$ cat config.mk
export PLATFORM = sky130hd
export DESIGN_NAME = wb_cmd_master_flat
export DESIGN_NICKNAME = d
export VERILOG_FILES = /design/src/rtl/wb_cmd_master_if.sv /design/src/rtl/wb_cmd_master.sv /design/src/flat_wrapper.sv
export SDC_FILE = /design/constraint.sdc
export NUM_CORES = 1
export LEC_CHECK = 0
export BUFFER_PORTS_ARGS = -buffer_cell sky130_fd_sc_hd__clkbuf_2
export CAP_MARGIN = 40
export CORE_UTILIZATION = 55
export DETAILED_ROUTE_END_ITERATION = 6
export PLACE_DENSITY_LB_ADDON = 0.1
export SLEW_MARGIN = 20
export SYNTH_ARGS = -nofsm -noshare
export SYNTH_HDL_FRONTEND = slang
export SYNTH_SLANG_ARGS = --single-unit
$ cat constraint.sdc
create_clock -name wb_clk_i -period 3.5 [get_ports wb_clk_i]
set_input_delay 0.525 -clock wb_clk_i [delete_from_list [all_inputs] [get_ports wb_clk_i]]
set_output_delay 0.525 -clock wb_clk_i [all_outputs]
set_load 0.01 [all_outputs]
$ cat src/rtl/wb_cmd_master_if.sv
// Command/response/Wishbone bundle for wb_cmd_master.
// Ports: cmd_* (command valid/ready), rsp_* (response valid/ready), wb_* (classic Wishbone master side).
// master modport = engine view; slave modport = host/test + Wishbone-slave view.
interface wb_cmd_master_if #(
  parameter int AW    = 5,
  parameter int DW    = 8,
  parameter int SEL_W = 4
) ();
  logic             cmd_valid;
  logic             cmd_ready;
  logic             cmd_we;
  logic [AW-1:0]    cmd_addr;
  logic [DW-1:0]    cmd_data;
  logic [SEL_W-1:0] cmd_sel;

  logic             rsp_valid;
  logic             rsp_ready;
  logic [DW-1:0]    rsp_data;
  logic             rsp_we;
  logic             rsp_err;

  logic [AW-1:0]    wb_addr_o;
  logic [DW-1:0]    wb_dat_o;
  logic [DW-1:0]    wb_dat_i;
  logic [SEL_W-1:0] wb_sel_o;
  logic             wb_we_o;
  logic             wb_cyc_o;
  logic             wb_stb_o;
  logic             wb_ack_i;

  modport master (
    input  cmd_valid, cmd_we, cmd_addr, cmd_data, cmd_sel, rsp_ready, wb_dat_i, wb_ack_i,
    output cmd_ready, rsp_valid, rsp_data, rsp_we, rsp_err,
           wb_addr_o, wb_dat_o, wb_sel_o, wb_we_o, wb_cyc_o, wb_stb_o
  );

  modport slave (
    output cmd_valid, cmd_we, cmd_addr, cmd_data, cmd_sel, rsp_ready, wb_dat_i, wb_ack_i,
    input  cmd_ready, rsp_valid, rsp_data, rsp_we, rsp_err,
           wb_addr_o, wb_dat_o, wb_sel_o, wb_we_o, wb_cyc_o, wb_stb_o
  );
endinterface

$ cat src/rtl/wb_cmd_master.sv
// Wishbone classic-cycle master: queued commands (DEPTH-entry FIFO) executed one bus cycle at a time.
// Latency: push to cyc 2 clocks; ack to rsp_valid same edge; 3 clocks/command with immediate ack and rsp_ready.
// Backpressure: cmd_ready low when FIFO full; no new bus cycle while a response waits for rsp_ready.
// Ports: wb_clk_i/wb_rst_i (async active-high), bus (wb_cmd_master_if.master), busy_o, level_o.
// Optional macro WB_CMD_TIMEOUT_EN: abort a bus cycle with rsp_err=1 after TIMEOUT clocks without ack.
module wb_cmd_master #(
  parameter int AW      = 5,
  parameter int DW      = 8,
  parameter int SEL_W   = 4,
  parameter int DEPTH   = 4,
  parameter int TIMEOUT = 16
) (
  input  logic                   wb_clk_i,
  input  logic                   wb_rst_i,
  wb_cmd_master_if.master        bus,
  output logic                   busy_o,
  output logic [$clog2(DEPTH):0] level_o
);

  localparam int PW = $clog2(DEPTH);
  localparam int LW = PW + 1;
  localparam logic [LW-1:0] LVL_FULL = LW'(DEPTH);
  localparam logic [LW-1:0] LVL_ONE  = LW'(1);
  localparam logic [PW-1:0] PTR_ONE  = PW'(1);

  if (DEPTH < 2 || (DEPTH & (DEPTH - 1)) != 0 || TIMEOUT < 1) begin : g_param_check
    $error("wb_cmd_master: DEPTH must be a power of 2 >= 2 and TIMEOUT >= 1");
  end

  typedef enum logic [1:0] {S_IDLE, S_BUS, S_RESP} state_e;

  typedef struct packed {
    logic             we;
    logic [SEL_W-1:0] sel;
    logic [AW-1:0]    addr;
    logic [DW-1:0]    data;
  } cmd_t;

  state_e           state_q, state_d;
  cmd_t             fifo_mem [DEPTH];
  logic [PW-1:0]    wr_ptr_q, wr_ptr_d, rd_ptr_q, rd_ptr_d;
  logic [LW-1:0]    level_q, level_d;
  logic             push, pop;
  cmd_t             cmd_in, head;

  logic [AW-1:0]    wb_addr_q, wb_addr_d;
  logic [DW-1:0]    wb_dat_q, wb_dat_d;
  logic [SEL_W-1:0] wb_sel_q, wb_sel_d;
  logic             wb_we_q, wb_we_d;
  logic             cyc_q, cyc_d;

  logic             rsp_valid_q, rsp_valid_d;
  logic [DW-1:0]    rsp_data_q, rsp_data_d;
  logic             rsp_we_q, rsp_we_d;

`ifdef WB_CMD_TIMEOUT_EN
  localparam int TW = $clog2(TIMEOUT) + 1;
  localparam logic [TW-1:0] TO_LAST = TW'(TIMEOUT - 1);
  localparam logic [TW-1:0] CNT_ONE = TW'(1);
  logic [TW-1:0]    cnt_q, cnt_d;
  logic             rsp_err_q, rsp_err_d;
`endif

  assign cmd_in = '{we: bus.cmd_we, sel: bus.cmd_sel, addr: bus.cmd_addr, data: bus.cmd_data};
  assign head   = fifo_mem[rd_ptr_q];

  assign bus.cmd_ready = (level_q != LVL_FULL);
  assign push          = bus.cmd_valid && bus.cmd_ready;

  // FIFO storage carries no reset: entries are only read once the level says they were written.
  always_ff @(posedge wb_clk_i) begin
    if (push) begin
      fifo_mem[wr_ptr_q] <= cmd_in;
    end
  end

  always_comb begin
    state_d     = state_q;
    pop         = 1'b0;
    wb_addr_d   = wb_addr_q;
    wb_dat_d    = wb_dat_q;
    wb_sel_d    = wb_sel_q;
    wb_we_d     = wb_we_q;
    cyc_d       = cyc_q;
    rsp_valid_d = rsp_valid_q;
    rsp_data_d  = rsp_data_q;
    rsp_we_d    = rsp_we_q;
`ifdef WB_CMD_TIMEOUT_EN
    cnt_d       = cnt_q;
    rsp_err_d   = rsp_err_q;
`endif

    case (state_q)
      S_IDLE: begin
        if (level_q != '0) begin
          pop       = 1'b1;
          wb_addr_d = head.addr;
          wb_dat_d  = head.data;
          wb_sel_d  = head.sel;
          wb_we_d   = head.we;
          cyc_d     = 1'b1;
          state_d   = S_BUS;
`ifdef WB_CMD_TIMEOUT_EN
          cnt_d     = '0;
`endif
        end
      end
      S_BUS: begin
        // Ack is checked first so an ack on the timeout edge still completes normally.
        if (bus.wb_ack_i) begin
          cyc_d       = 1'b0;
          wb_we_d     = 1'b0;
          wb_sel_d    = '0;
          rsp_valid_d = 1'b1;
          rsp_data_d  = wb_we_q ? '0 : bus.wb_dat_i;
          rsp_we_d    = wb_we_q;
          state_d     = S_RESP;
`ifdef WB_CMD_TIMEOUT_EN
          rsp_err_d   = 1'b0;
        end else if (cnt_q == TO_LAST) begin
          cyc_d       = 1'b0;
          wb_we_d     = 1'b0;
          wb_sel_d    = '0;
          rsp_valid_d = 1'b1;
          rsp_data_d  = '0;
          rsp_we_d    = wb_we_q;
          rsp_err_d   = 1'b1;
          state_d     = S_RESP;
        end else begin
          cnt_d       = cnt_q + CNT_ONE;
`endif
        end
      end
      S_RESP: begin
        if (bus.rsp_ready) begin
          rsp_valid_d = 1'b0;
          state_d     = S_IDLE;
        end
      end
      default: state_d = S_IDLE;
    endcase
  end

  always_comb begin
    wr_ptr_d = wr_ptr_q;
    rd_ptr_d = rd_ptr_q;
    level_d  = level_q;
    if (push) wr_ptr_d = wr_ptr_q + PTR_ONE;
    if (pop)  rd_ptr_d = rd_ptr_q + PTR_ONE;
    case ({push, pop})
      2'b10:   level_d = level_q + LVL_ONE;
      2'b01:   level_d = level_q - LVL_ONE;
      default: level_d = level_q;
    endcase
  end

  always_ff @(posedge wb_clk_i or posedge wb_rst_i) begin
    if (wb_rst_i) begin
      state_q     <= S_IDLE;
      wr_ptr_q    <= '0;
      rd_ptr_q    <= '0;
      level_q     <= '0;
      wb_addr_q   <= '0;
      wb_dat_q    <= '0;
      wb_sel_q    <= '0;
      wb_we_q     <= 1'b0;
      cyc_q       <= 1'b0;
      rsp_valid_q <= 1'b0;
      rsp_data_q  <= '0;
      rsp_we_q    <= 1'b0;
`ifdef WB_CMD_TIMEOUT_EN
      cnt_q       <= '0;
      rsp_err_q   <= 1'b0;
`endif
    end else begin
      state_q     <= state_d;
      wr_ptr_q    <= wr_ptr_d;
      rd_ptr_q    <= rd_ptr_d;
      level_q     <= level_d;
      wb_addr_q   <= wb_addr_d;
      wb_dat_q    <= wb_dat_d;
      wb_sel_q    <= wb_sel_d;
      wb_we_q     <= wb_we_d;
      cyc_q       <= cyc_d;
      rsp_valid_q <= rsp_valid_d;
      rsp_data_q  <= rsp_data_d;
      rsp_we_q    <= rsp_we_d;
`ifdef WB_CMD_TIMEOUT_EN
      cnt_q       <= cnt_d;
      rsp_err_q   <= rsp_err_d;
`endif
    end
  end

  assign bus.wb_addr_o = wb_addr_q;
  assign bus.wb_dat_o  = wb_dat_q;
  assign bus.wb_sel_o  = wb_sel_q;
  assign bus.wb_we_o   = wb_we_q;
  assign bus.wb_cyc_o  = cyc_q;
  assign bus.wb_stb_o  = cyc_q;
  assign bus.rsp_valid = rsp_valid_q;
  assign bus.rsp_data  = rsp_data_q;
  assign bus.rsp_we    = rsp_we_q;
`ifdef WB_CMD_TIMEOUT_EN
  assign bus.rsp_err   = rsp_err_q;
`else
  assign bus.rsp_err   = 1'b0;
`endif

  assign busy_o  = (state_q != S_IDLE) || (level_q != '0);
  assign level_o = level_q;

endmodule
$ cat src/flat_wrapper.sv
// flat-port wrapper written by rule: the top's interface ports become plain ports
module wb_cmd_master_flat 
#(
  parameter int AW      = 5,
  parameter int DW      = 8,
  parameter int SEL_W   = 4,
  parameter int DEPTH   = 4,
  parameter int TIMEOUT = 16
)
  (wb_clk_i, wb_rst_i, busy_o, level_o, bus_cmd_valid, bus_cmd_we, bus_cmd_addr, bus_cmd_data, bus_cmd_sel, bus_rsp_ready, bus_wb_dat_i, bus_wb_ack_i, bus_cmd_ready, bus_rsp_valid, bus_rsp_data, bus_rsp_we, bus_rsp_err, bus_wb_addr_o, bus_wb_dat_o, bus_wb_sel_o, bus_wb_we_o, bus_wb_cyc_o, bus_wb_stb_o);
  wb_cmd_master_if #(.AW(AW), .DW(DW), .SEL_W(SEL_W)) bus_i ();
  input  logic wb_clk_i;
  input  logic wb_rst_i;
  output logic busy_o;
  output logic [$clog2(DEPTH):0] level_o;
  input wire logic [$bits(bus_i.cmd_valid)-1:0] bus_cmd_valid;
  input wire logic [$bits(bus_i.cmd_we)-1:0] bus_cmd_we;
  input wire logic [$bits(bus_i.cmd_addr)-1:0] bus_cmd_addr;
  input wire logic [$bits(bus_i.cmd_data)-1:0] bus_cmd_data;
  input wire logic [$bits(bus_i.cmd_sel)-1:0] bus_cmd_sel;
  input wire logic [$bits(bus_i.rsp_ready)-1:0] bus_rsp_ready;
  input wire logic [$bits(bus_i.wb_dat_i)-1:0] bus_wb_dat_i;
  input wire logic [$bits(bus_i.wb_ack_i)-1:0] bus_wb_ack_i;
  output wire logic [$bits(bus_i.cmd_ready)-1:0] bus_cmd_ready;
  output wire logic [$bits(bus_i.rsp_valid)-1:0] bus_rsp_valid;
  output wire logic [$bits(bus_i.rsp_data)-1:0] bus_rsp_data;
  output wire logic [$bits(bus_i.rsp_we)-1:0] bus_rsp_we;
  output wire logic [$bits(bus_i.rsp_err)-1:0] bus_rsp_err;
  output wire logic [$bits(bus_i.wb_addr_o)-1:0] bus_wb_addr_o;
  output wire logic [$bits(bus_i.wb_dat_o)-1:0] bus_wb_dat_o;
  output wire logic [$bits(bus_i.wb_sel_o)-1:0] bus_wb_sel_o;
  output wire logic [$bits(bus_i.wb_we_o)-1:0] bus_wb_we_o;
  output wire logic [$bits(bus_i.wb_cyc_o)-1:0] bus_wb_cyc_o;
  output wire logic [$bits(bus_i.wb_stb_o)-1:0] bus_wb_stb_o;
  assign bus_i.cmd_valid = bus_cmd_valid;
  assign bus_i.cmd_we = bus_cmd_we;
  assign bus_i.cmd_addr = bus_cmd_addr;
  assign bus_i.cmd_data = bus_cmd_data;
  assign bus_i.cmd_sel = bus_cmd_sel;
  assign bus_i.rsp_ready = bus_rsp_ready;
  assign bus_i.wb_dat_i = bus_wb_dat_i;
  assign bus_i.wb_ack_i = bus_wb_ack_i;
  assign bus_cmd_ready = bus_i.cmd_ready;
  assign bus_rsp_valid = bus_i.rsp_valid;
  assign bus_rsp_data = bus_i.rsp_data;
  assign bus_rsp_we = bus_i.rsp_we;
  assign bus_rsp_err = bus_i.rsp_err;
  assign bus_wb_addr_o = bus_i.wb_addr_o;
  assign bus_wb_dat_o = bus_i.wb_dat_o;
  assign bus_wb_sel_o = bus_i.wb_sel_o;
  assign bus_wb_we_o = bus_i.wb_we_o;
  assign bus_wb_cyc_o = bus_i.wb_cyc_o;
  assign bus_wb_stb_o = bus_i.wb_stb_o;
  wb_cmd_master #(.AW(AW), .DW(DW), .SEL_W(SEL_W), .DEPTH(DEPTH), .TIMEOUT(TIMEOUT)) u_core (.wb_clk_i(wb_clk_i), .wb_rst_i(wb_rst_i), .bus(bus_i), .busy_o(busy_o), .level_o(level_o));
endmodule
== Word-level counts from Yosys, hierarchy flattened ==
Memories as Yosys holds them, arrays and structs flattened.
Cells that the tools add are included.
Storage, ports and cells
  register bits after elaboration: 38
  bits in latches: 0
  memory bits (writable): 72
  ROM bits: 0
  input port bits: 31
  output and inout port bits: 36
  logic and storage cells: 59
  memories: 1
Cells by class
  add/sub/neg operators: 4
  multiply operators: 0
  div/mod/pow operators: 0
  order comparisons: 0
  equality and inequality tests: 8
  shifts and indexed selects: 0
  muxes and demuxes: 21
  bitwise operators: 0
  reductions and logical operators: 13
Memories
  u_core.fifo_mem: depth 4, bits a word 18, rd ports 1, clocked after Yosys merged registers in 0, wr ports 1, line wb_cmd_master.sv:40  | cmd_t fifo_mem [DEPTH];
Operators with widths (count)
  2-to-1 mux 1 bit: 9
  AND reduction 3 bit: 3
  2-to-1 mux 4 bit: 2
  2-to-1 mux 8 bit: 1
  one-hot mux 4 bit (2 select lines): 1
  nonzero test 2 bit: 4
  2-to-1 mux 2 bit: 3
  one-hot mux 1 bit (2 select lines): 3
  one-hot mux 2 bit (3 select lines): 1
  one-hot mux 3 bit (2 select lines): 1
  adder 2 x 1 -> 2 bit, second input constant: 2
  == test 2 x 1 -> 1 bit, second input constant: 2
  == test 2 bit, second input constant: 2
  inequality test 2 bit, second input constant: 2
  AND reduction 2 bit: 2
  adder 3 x 1 -> 3 bit, second input constant: 1
  inequality test 3 bit, second input constant: 1
  nonzero test 3 bit: 1
  subtractor 3 x 1 -> 3 bit, second input constant: 1
  logical NOT 2 bit: 1
  inequality test 2 x 1 -> 1 bit, second input constant: 1
  logical AND 1 bit: 1
  logical OR 1 bit: 1

== Logic depth before layout (Yosys ltp) ==
  depth after elaboration: 5
  gate-level depth with buffers: 11
  gate-level depth less buffers: 9

== Least setup slack after synthesis ==
OpenSTA, ideal clock, no wires.
  path kind: reg2reg
  start: reg u_core.level_q[0] (netlist: u_core.level_o[0])
  end: reg u_core.level_q[2] (netlist: u_core.level_o[2])
  library setup time: 79 ps
  data arrival time: 2190 ps
  data required time: 3421 ps
  setup slack: 1230 ps
  cell stages (with the launch flop): 10
  buffers on the path: 1
  period minus slack after synthesis: 2270 ps
  cell sequence: dfrtp_1 or3b_2 clkbuf_1 nand2_1 ha_1 inv_1 fa_1 xor2_1 nor2_1 xor2_1
Between the ends
  elaborated cells between the ends (all ways): 11
  classes of those cells: 2 x add/sub; 3 x eq/ne; 3 x mux; 3 x reduce/logical
RTL lines
  start, declared: line wb_cmd_master.sv:42  | logic [LW-1:0] level_q, level_d;
  start signal, assigned: line wb_cmd_master.sv:179  | level_q <= level_d;
  inequality test 3 bit (*): line wb_cmd_master.sv:67  | assign bus.cmd_ready = (level_q != LVL_FULL);
  named net bus_cmd_ready: line flat_wrapper.sv:24  | output wire logic [$bits(bus_i.cmd_ready)-1:0] bus_cmd_ready;
  logical AND 1 bit (*): line wb_cmd_master.sv:68  | assign push = bus.cmd_valid && bus.cmd_ready;
  == test 2 x 1 -> 1 bit or == test 2 bit (tied branches): line wb_cmd_master.sv:150  | case ({push, pop})
  one-hot mux 3 bit (2 select lines) or nonzero test 2 bit (tied branches)
The timed path passes the listed nets; every way through them passes the cells marked *.
A chain may end at the register's enable or synchronous reset.

== Worst setup path in the final report ==
  start: reg u_core.level_q[0] (netlist: u_core.level_o[0])
  end: reg u_core.level_q[2] (netlist: u_core.level_o[2])
Between the ends
  word-level cells in the longest chain between the ends: 5
  elaborated cells between the ends (all ways): 11
  classes of those cells: 2 x add/sub; 3 x eq/ne; 3 x mux; 3 x reduce/logical
Ends and longest elaborated chain
  nonzero test 3 bit: line wb_cmd_master.sv:95  | if (level_q != '0) begin
  2-to-1 mux 1 bit: line wb_cmd_master.sv:95
  2-to-1 mux 1 bit: line wb_cmd_master.sv:93  | case (state_q)
  == test 2 x 1 -> 1 bit or == test 2 bit (tied branches): line wb_cmd_master.sv:150
  one-hot mux 3 bit (2 select lines) or nonzero test 2 bit (tied branches)
Several ways; a longest one is shown, not always the timed one.

==> metrics.md <==
| Metric | Value |
|---|---|
| CP endpoint kind | `flip-flop` |
| Critical Path Source Type | `flip-flop` |
| Synth cell types | `33` |
| Later-pin clock latency in the skew report | `0.36 ns` |
| Crit path kind | `reg -> reg` |
| Setup WS pre-CTS | `1.23 ns` |
| Worst-case reg-to-reg path depth | `8` |
| Internal | `2.98 mW` |
| Ys Warns | `0` |
| CP arrival | `2.58 ns` |
| Slew HR | `0.619` |
| Post-Syn Instances | `239` |
| Post-Syn Nets | `approximately 280` |
| Die area | `roughly 0.0082 mm2` |
| Vias after detailed routing | `2,176` |
| Starting Density | `0.579` |
| # resized after CTS | `0` |
| Switching Fraction | `0.321` |
| Rows | `31` |
| Crit-path max FO | `6` |
| CP max stage delay | `0.56 ns` |
| Worst path required time | `3.79 ns` |
| CTS tree | `built` |
| Status | `finished, final reports clean` |
| Critical path, cell by cell | `or3b_2 -> nand2_1 -> ha_1 -> inv_1 -> fa_1 -> xor2_1 -> nor2_1 -> xor2_1` |
| Syn_area_per_cell | `17.9 um2` |
| GR Util All Layers | `0.191` |
| Fillers | `531` |
| Clock root buffer | `clkbuf_8` |
| Grt total ovfl | `0` |
| Top delay family on crit path | `simple AND/OR/NAND/NOR gates` |
| Via density | `about 5.2` |
| Post-Synth Adder-Cell Area | `0.0193` |
| Most frequent cells in the layout | `edfxtp_1 (72), clkbuf_2 (65), dfrtp_1 (38), mux4_2 (18), nand2_1 (17)` |
| Top Layer Used | `met4` |
| Met1 WL | `3150 um` |
| Post-Synth XOR/XNOR Area | `0.0123` |
| Routed length per placed instance | `17.0 um` |
| Clock sink count | `110` |
| CP dominant cell by count | `xor2_1` |
| 1st-pass router iterations | `4` |
| Largest net degree at the start of global routing | `39` |
| Slowest CP cell | `or3b_2` |
| Vias in the first global route | `2,353` |
| Postcts setup bufs | `0` |
| DP HPWL | `4730 um` |
| WL met3 | `around 200 um` |
| Max_cap viols | `0` |
| Commonest non-fill, non-tap cell in the layout | `edfxtp_1` |
| Routed wire length | `slightly above 7000 um` |
| Fin. Hold Viols | `0` |
| Compound-cell area share of the yosys netlist | `0.0210` |
| Top Ports | `67` |
| Share of layout cells above drive strength 1 | `0.396` |
| Fmax | `~440 MHz` |
| Worst hold path type | `in -> async` |
| Fin crit period | `2.29 ns` |
| Pwr Density | `878 mW/mm2` |
| Max Clock Skew | `0.00850 ns` |
| CP bufs+invs | `1` |
| Flop pwr share | `0.457` |
| Yosys reg bits | `110` |
| Post-synthesis sequential area ratio | `0.726` |
| Hold buffers post-CTS | `0` |
| Core area | `0.00741 mm2` |
| Slew @ Worst Pin | `0.571 ns` |
| Slew Limit Fails | `0` |
| Global-route wire length before repair | `11,600 um` |
| Die Wd | `90.3 um` |
| Routed Antenna Nets | `0` |
| Syn Std Cell Area | `0.00429 mm2` |
| Final Worst Setup Slack | `1.21 ns` |
| Worst R2R Setup Slack | `1.21 ns` |
| CP Launch Point | `u_core.level_o[0]` |
| Syn-to-layout area delta | `16.4%` |
| Worst r2r src | `u_core.level_o[0]` |
| Overall die height | `90.3 um` |
| Sw power | `1.41 mW` |
| Largest family of logic cells by synthesized area | `multiplexers` |
| Simple-gate area share of the yosys netlist | `0.0557` |
| Metal2 WL | `3600 um` |
| Final-stage net count | `348` |
| Worst-path clk slew | `0.11 ns` |
| Period utilization | `0.654` |
| Critical Path Stages | `8` |
| DR DRC count | `0` |
| RSZ-0062 raised after global routing | `false` |
| Comb power frac | `0.349` |
| Clock power frac | `0.194` |
| GP Congestion | `roughly 0.72` |
| Setup_tns | `0 ns` |
| # setup viols final | `0` |
| Num CTS Buffers | `9` |
| Post-synthesis mux area share | `0.140` |
| DRT iter0 DRCs | `110` |
| H-tree levels | `3` |
| ANT cells | `0` |
| Leakage | `around 2 nW` |
| Bufs on Longest Clock Path | `2` |
| Crit path to | `u_core.level_o[2]` |
| # port buffers | `65` |
| Antenna violations before repair | `0` |
| Peak supply drop | `0.361 mV` |
| R2R Path End | `u_core.level_o[2]` |
[power groups by stage]
stage               Sequential, mW  Combinational, mW  Clock [mW]
floorplan                     2.05               1.06           0
global placement              2.04               1.45           0
detailed placement            2.04               1.55           0
CTS                           2.01               1.56       0.870
global route                  2.05               1.68       0.915
finish                        2.00               1.53       0.848
[state kept, by name, indices dropped and copies added, names as in the netlist]
register,cells
u_core.bus.wb_sel_o,4
u_core.state_q,2
u_core.level_o,3
u_core.bus.wb_dat_o,8
u_core.bus.rsp_valid,1
u_core.bus.wb_addr_o,5
u_core.fifo_mem,72
u_core.bus.wb_we_o,1
u_core.bus.rsp_data,8
u_core.bus.rsp_we,1
u_core.wr_ptr_q,2
u_core.rd_ptr_q,2
u_core.bus.wb_cyc_o,1
[metrics by stage]
stage | hold slack (ns) | total power [mW] | std cells | instance area [um2] | utilization
floorplan | 0.498 | 3.10 | 239 | 4290 | -
global placement | 0.462 | 3.49 | 393 | 4680 | 0.632
detailed placement | 0.480 | 3.59 | 398 | 4750 | 0.641
CTS | 0.249 | 4.44 | 414 | 4980 | 0.672
global route | 0.286 | 4.65 | 415 | 4990 | 0.674
finish | 0.244 | 4.38 | 415 | 4990 | 0.674
[per-layer routing]
metal  vias up  global-route usage
met5         -                   0
met4         0              0.0901
met3        10              0.0328
met2        47               0.316
li1       1032                   -
met1      1087               0.250
[worst min-delay path, stage by stage]
cell      delay [ns]
clkbuf_2        0.08
clkinv_1        0.03
buf_4           0.43
[kinds of logic after synthesis]
kind of cell	count (synthesis)
multiplexers	34
XOR/XNOR	6
AO/OA/AOI/OAI	18
adder cells (fa/ha/maj)	6
AND/OR/NAND/NOR	44
buffers and inverters	20
flip-flops	110
other	1
[synthesized netlist by cell type]
master | n | area (um2)
clkbuf_1 | 3 | 11.3
nor3_1 | 1 | 5.00
dfrtp_1 | 38 | 951
nor2_2 | 1 | 6.26
nand3_1 | 6 | 30.0
mux2_2 | 10 | 113
nand3b_1 | 1 | 7.51
conb_1 | 1 | 3.75
xor2_1 | 2 | 17.5
mux2_1 | 1 | 11.3
mux4_2 | 18 | 405
or3b_2 | 1 | 8.76
buf_2 | 4 | 20.0
or3_1 | 1 | 6.26
nor2_1 | 1 | 3.75
mux2i_1 | 1 | 10.0
nand2_1 | 17 | 63.8
fa_1 | 1 | 20.0
nand2b_1 | 10 | 62.6
xnor2_1 | 4 | 35.0
edfxtp_1 | 72 | 2160
o21ai_0 | 10 | 50.1
and3_1 | 4 | 25.0
buf_4 | 2 | 15.0
a21oi_1 | 1 | 5.00
inv_1 | 7 | 26.3
inv_6 | 1 | 8.76
buf_1 | 1 | 3.75
buf_6 | 2 | 22.5
nand2_8 | 1 | 20.0
ha_1 | 5 | 62.6
mux2_4 | 4 | 60.1
o21ai_1 | 7 | 35.0
[worst min-delay path by stage]
stage	start	end	slack (ns)	cells past startpoint
CTS	wb_rst_i	u_core.bus.wb_addr_o[2]	0.25	3
global route	wb_rst_i	u_core.bus.wb_addr_o[2]	0.29	3
detailed placement	u_core.bus.rsp_data[6]	u_core.bus.rsp_data[6]	0.48	2
floorplan	u_core.wr_ptr_q[0]	u_core.wr_ptr_q[0]	0.50	1
finish	wb_rst_i	u_core.bus.wb_dat_o[0]	0.24	3
global placement	u_core.bus.rsp_data[2]	u_core.bus.rsp_data[2]	0.46	2
[final cells by class]
class,count,area (um2),area share
clock inverter,7,106,0.0213
timing repair buffer,73,423,0.0847
tap,99,124,0.0248
inverter,8,35.0,0.00702
sequential,110,3110,0.624
clock buffer,9,124,0.0248
multi-input combinational,109,1070,0.214
Power figures use the tool's default switching activity.
